`config.mk`:
```
export PLATFORM = sky130hd
export DESIGN_NAME = tap_ctrl
export DESIGN_NICKNAME = d
export VERILOG_FILES = /design/src/rtl/tap_ctrl.sv
export SDC_FILE = /design/constraint.sdc
export NUM_CORES = 1
export LEC_CHECK = 0
export ABC_AREA = 1
export CORE_MARGIN = 2
export CORE_UTILIZATION = 35
export DETAILED_ROUTE_END_ITERATION = 12
export PLACE_DENSITY_LB_ADDON = 0.1
export SYNTH_ARGS = -nofsm -noshare
export SYNTH_HDL_FRONTEND = slang
export SYNTH_SLANG_ARGS = --single-unit
export TNS_END_PERCENT = 50
```
`constraint.sdc`:
```
create_clock -name clock -period 1.4 [get_ports clock]
set_clock_uncertainty 0.2 [all_clocks]
set_input_delay 0.28 -clock clock [delete_from_list [all_inputs] [get_ports clock]]
set_output_delay 0.28 -clock clock [all_outputs]
set_load 0.005 [all_outputs]
```
`src/rtl/tap_ctrl.sv`:
```
// IEEE 1149.1 TAP controller: 16-state FSM, instruction register, bypass and
// BIST status registers, and control strobes for an external boundary-scan chain.
module tap_ctrl #(
  parameter int unsigned IR_W = 3
) (
  input  logic            clock,
  input  logic            rst,
  input  logic            tms,
  input  logic            tdi,
  output logic            tdo,
  output logic            tdo_en,
  input  logic            bsr_scan_out,
  output logic            bsr_shift,
  output logic            bsr_clk_dr,
  output logic            bsr_update,
  output logic            bsr_sel,
  output logic            bist_run,
  input  logic            bist_done,
  output logic [3:0]      state,
  output logic [IR_W-1:0] ir
);

  typedef enum logic [3:0] {
    TLR     = 4'hF,
    RTI     = 4'hC,
    SEL_DR  = 4'h7,
    CAP_DR  = 4'h6,
    SH_DR   = 4'h2,
    EX1_DR  = 4'h1,
    PAUSE_DR= 4'h3,
    EX2_DR  = 4'h0,
    UPD_DR  = 4'h5,
    SEL_IR  = 4'h4,
    CAP_IR  = 4'hE,
    SH_IR   = 4'hA,
    EX1_IR  = 4'h9,
    PAUSE_IR= 4'hB,
    EX2_IR  = 4'h8,
    UPD_IR  = 4'hD
  } tap_state_e;

  localparam logic [IR_W-1:0] IR_EXTEST  = '0;
  localparam logic [IR_W-1:0] IR_SAMPLE  = IR_W'(1);
  localparam logic [IR_W-1:0] IR_RUNBIST = IR_W'(2);
  localparam logic [IR_W-1:0] IR_BYPASS  = '1;

  tap_state_e      r_state;
  tap_state_e      w_next;
  logic [IR_W-1:0] r_ir_sr;
  logic [IR_W-1:0] r_ir;
  logic            r_bypass;
  logic            r_status;

  logic            w_sel_bsr;
  logic            w_sel_status;

  always_comb begin
    w_next = r_state;
    unique case (r_state)
      TLR:      w_next = tms ? TLR    : RTI;
      RTI:      w_next = tms ? SEL_DR : RTI;
      SEL_DR:   w_next = tms ? SEL_IR : CAP_DR;
      CAP_DR:   w_next = tms ? EX1_DR : SH_DR;
      SH_DR:    w_next = tms ? EX1_DR : SH_DR;
      EX1_DR:   w_next = tms ? UPD_DR : PAUSE_DR;
      PAUSE_DR: w_next = tms ? EX2_DR : PAUSE_DR;
      EX2_DR:   w_next = tms ? UPD_DR : SH_DR;
      UPD_DR:   w_next = tms ? SEL_DR : RTI;
      SEL_IR:   w_next = tms ? TLR    : CAP_IR;
      CAP_IR:   w_next = tms ? EX1_IR : SH_IR;
      SH_IR:    w_next = tms ? EX1_IR : SH_IR;
      EX1_IR:   w_next = tms ? UPD_IR : PAUSE_IR;
      PAUSE_IR: w_next = tms ? EX2_IR : PAUSE_IR;
      EX2_IR:   w_next = tms ? UPD_IR : SH_IR;
      UPD_IR:   w_next = tms ? SEL_DR : RTI;
      default:  w_next = TLR;
    endcase
  end

  always_ff @(posedge clock) begin
    if (rst) r_state <= TLR;
    else     r_state <= w_next;
  end

  // Capture/shift act on the edge that leaves Cap/Sh; pause states fall through.
  always_ff @(posedge clock) begin
    if (rst) begin
      r_ir_sr <= '0;
    end else if (r_state == CAP_IR) begin
      r_ir_sr <= IR_W'(1);
    end else if (r_state == SH_IR) begin
      r_ir_sr <= {tdi, r_ir_sr[IR_W-1:1]};
    end
  end

  // Entering TLR is detected from the next state so ir is BYPASS in the TLR cycle itself.
  always_ff @(posedge clock) begin
    if (rst || (w_next == TLR)) begin
      r_ir <= IR_BYPASS;
    end else if (r_state == UPD_IR) begin
      r_ir <= r_ir_sr;
    end
  end

  always_comb begin
    w_sel_bsr    = (r_ir == IR_EXTEST) || (r_ir == IR_SAMPLE);
    w_sel_status = (r_ir == IR_RUNBIST);
  end

  always_ff @(posedge clock) begin
    if (rst) begin
      r_bypass <= 1'b0;
      r_status <= 1'b0;
    end else if (r_state == CAP_DR) begin
      if (w_sel_status) r_status <= bist_done;
      else if (!w_sel_bsr) r_bypass <= 1'b0;
    end else if (r_state == SH_DR) begin
      if (w_sel_status) r_status <= tdi;
      else if (!w_sel_bsr) r_bypass <= tdi;
    end
  end

  always_comb begin
    tdo        = 1'b0;
    tdo_en     = 1'b0;
    bsr_shift  = 1'b0;
    bsr_clk_dr = 1'b0;
    bsr_update = 1'b0;
    bsr_sel    = (r_ir == IR_EXTEST);
    bist_run   = w_sel_status && (r_state == RTI);
    if (r_state == SH_IR) begin
      tdo    = r_ir_sr[0];
      tdo_en = 1'b1;
    end else if (r_state == SH_DR) begin
      tdo_en = 1'b1;
      if (w_sel_bsr)         tdo = bsr_scan_out;
      else if (w_sel_status) tdo = r_status;
      else                   tdo = r_bypass;
    end
    if (w_sel_bsr) begin
      bsr_clk_dr = (r_state == CAP_DR) || (r_state == SH_DR);
      bsr_shift  = (r_state == SH_DR);
      bsr_update = (r_state == UPD_DR);
    end
  end

  assign state = r_state;
  assign ir    = r_ir;

endmodule

```
==> summary.txt <==
Status
  • Status: finished with violations
  • Failing checks: setup timing

Place
  • Final HPWL DP: 1690 µm
  • GP Congestion: approximately 0.87
  • # port buffers: 19
  • Placed Cells: ~190

Timing
  • Period utilisation layout: 1.41
  • Final setup viols: 16
  • F_max: 506 MHz
  • Final hold viol count: 0
  • Slew HR: 0.754
  • RSZ-0062 raised after global routing: true
  • Min setup slack post-route: -0.578 ns
  • Setup tns final: -3.06 ns
  • Pin slew with the least headroom to its limit: around 0.37 ns
  • Max Slew Vio Count: 0
  • Fin crit period: 1.98 ns

Finish
  • Non-Filler Instances: 202
  • Area grow syn2layout: 105%
  • Nets@finish: 182
  • Layout cells sized above 1: 0.600
  • # diodes: 0

Synth
  • Synth top area share: 0.350
  • Ys async rst share: 0
  • Post-synthesis cell type count: 18
  • Main area contributors after synthesis: dfxtp_1 (35%), nand2_1 (16%), inv_1 (8.2%), nand3_1 (7.3%), o21ai_0 (6.6%)
  • Top_reg_cell synth: dfxtp_1
  • Yosys top cell by area: dfxtp_1
  • Synth top cells by count: nand2_1 (29), inv_1 (15), dfxtp_1 (12), nor2_1 (12), nand3_1 (10)
  • Cell count after synthesis: roughly 110
  • Flop and latch count out of synthesis: 12
  • Post-Syn Area per Cell: 6.19 µm²
  • Synth Cell Area: about 700 µm²
  • Mapped Nets: roughly 120
  • Number of synthesized flops with an enable pin: 0
  • Most common cell in the netlist: nand2_1
  • Ys Warns: 0
  • Register area share after synthesis: 0.350

Detailed routing
  • Vias after detailed routing: roughly 960
  • Drt drc: 0
  • Drt first pass iters: 4
  • Detail Route Antenna Nets: 0
  • Drt wl/cell: ~13 µm
  • Avg Vias per Cell: ~4.7
  • Wirelength, routed: 2530 µm
  • DRT iter0 DRCs: 11

CTS
  • Worst skew pair latency: approximately 0.28 ns
  • Hold buffers post-CTS: 0
  • CTS tree: done
  • Number of CTS-inserted buffers: 3
  • Clk root buf: clkbuf_4
  • CTS H-tree depth: 1
  • Clock-pin slew on the worst setup and hold paths: 0.09 ns
  • Max Root-Sink Buffers: 2
  • Clk sink count: 12

Global route
  • Initial antenna violation count: 0
  • Largest net degree at the start of global routing: 8
  • Total congestion overflow: 0
  • First-pass GRT wire length: approximately 3600 µm
  • GRT Util Overall: 0.199
  • Vias in the first global route: roughly 870

Die
  • Die H: 48.3 µm
  • DIE AREA: roughly 2300 µm²
  • Die span in x: about 48 µm
  • Core Box Area: roughly 1900 µm²
  • # IOs: 20
  • Cell Rows: 16
  • Starting Density: 0.361

Run
  • Max Cap Viol: 0

Power
  • Switching Share: 0.401
  • PnR Total Power: 2180 µW
  • Maximum vdd ir drop: ~1100 µV
  • NetSw: around 880 µW
  • Comb power frac: 0.619
  • Flop pwr share: 0.246
  • Pint: ~1300 µW
  • Pwr dens: ~1600 nW/µm²
  • Clk pwr share: 0.135
  • Leak: 0.000705 µW

Setup path
  • Worst path slowest cell: nor4_1
  • Critical path arrival: 1.50 ns
  • Most frequent cell on the critical path: inv_2
  • CP peak stage delay: 0.37 ns
  • Crit Path Class: reg2out
  • CP Max Fanout: 4
  • Critical Path, Cell by Cell: inv_2, nand3_2, nand2_2, inv_2, nor4_1, buf_2
  • CP Capture Type: output pin
  • Critical path startpoint category: flip-flop
  • Worst Path Required: 0.92 ns

Worst hold path
  • Hold WC Path Type: reg2reg
-- power groups by stage --
stage	Clock (µW)	Combinational, µW	Sequential, µW
2_1_floorplan	0	379	518
6_report	295	1350	536
3_3_place_gp	0	944	494
4_1_cts	293	1040	518
3_5_place_dp	0	965	499
5_1_grt	321	1460	550
-- worst max-delay path, delay by kind of cell (launching register included) --
| kind | cells | cell delay, ns |
|---|---|---|
| flops | 1 | 0.33 |
| buf+inv | 3 | 0.34 |
| simple gates | 3 | 0.55 |
-- path summary, 6_finish.rpt --
path / start / depth (start not counted) / endpoint / slack (ns)
hold / removal: r_ir_sr[0] / 2 / r_ir_sr[0] / 0.28
setup / recovery: ir[1] / 6 / bsr_update / -0.58
setup reg to reg: state[0] / 10 / ir[0] / -0.10
hold reg to reg: r_ir_sr[0] / 2 / r_ir_sr[0] / 0.28
-- layout make-up --
| type | instances | area (µm²) |
|---|---|---|
| Fill cell | 157 | 497 |
| Sequential cell | 12 | 259 |
| Timing Repair Buffer | 60 | 495 |
| Tap cell | 27 | 33.8 |
| Multi-Input combinational cell | 79 | 500 |
| Clock buffer | 4 | 36.3 |
| Inverter | 20 | 80.1 |
-- state kept, by name, summed over array words and instances, names as in the netlist --
name and cells:
state 4, ir 3, r_ir_sr 3, r_bypass 1, r_status 1
-- layout by cell type (no fill, tap or decap), types with 7 or more instances in the layout --
master,n
buf_6,14
nor2_1,10
o21ai_1,7
buf_2,7
buf_4,28
inv_2,11
inv_1,8
nand2_1,20
-- per-layer routing --
layer | global-route usage | part of all wire
met1 | 0.203 | 0.39
met2 | 0.398 | 0.55
met3 | 0.0278 | 0.024
met4 | 0.0857 | 0.027
met5 | 0 | 0
-- timing repair --
action / CTS / global route
setup buffers: 3 / 10
resized for setup: 64 / 53
pin swaps: 7 / 12
setup endpoints to repair: 19 / 23
hold endpoints to repair: 0 / 0
-- through the flow --
| stage | cell area, µm² | util | worst slack [ns] | hold WS, ns |
|---|---|---|---|---|
| floorplan | 688 | - | -0.0610 | 0.187 |
| global placement | 1140 | 0.598 | -0.482 | 0.247 |
| detailed placement | 1140 | 0.598 | -0.539 | 0.256 |
| CTS | 1210 | 0.637 | -0.407 | 0.283 |
| global route | 1410 | 0.739 | -0.618 | 0.317 |
| finish | 1410 | 0.739 | -0.578 | 0.279 |
-- kinds of logic (layout without fill, tap and decap cells) --
group / count (synthesis) / count (layout) / share of synthesized area
and+or+nand+nor: 63 / 63 / 0.423
DFF: 12 / 12 / 0.350
AOI/OAI and AO/OA: 16 / 16 / 0.118
buffers and inverters: 20 / 84 / 0.109
Note: power is estimated with default switching activity, not from simulation.
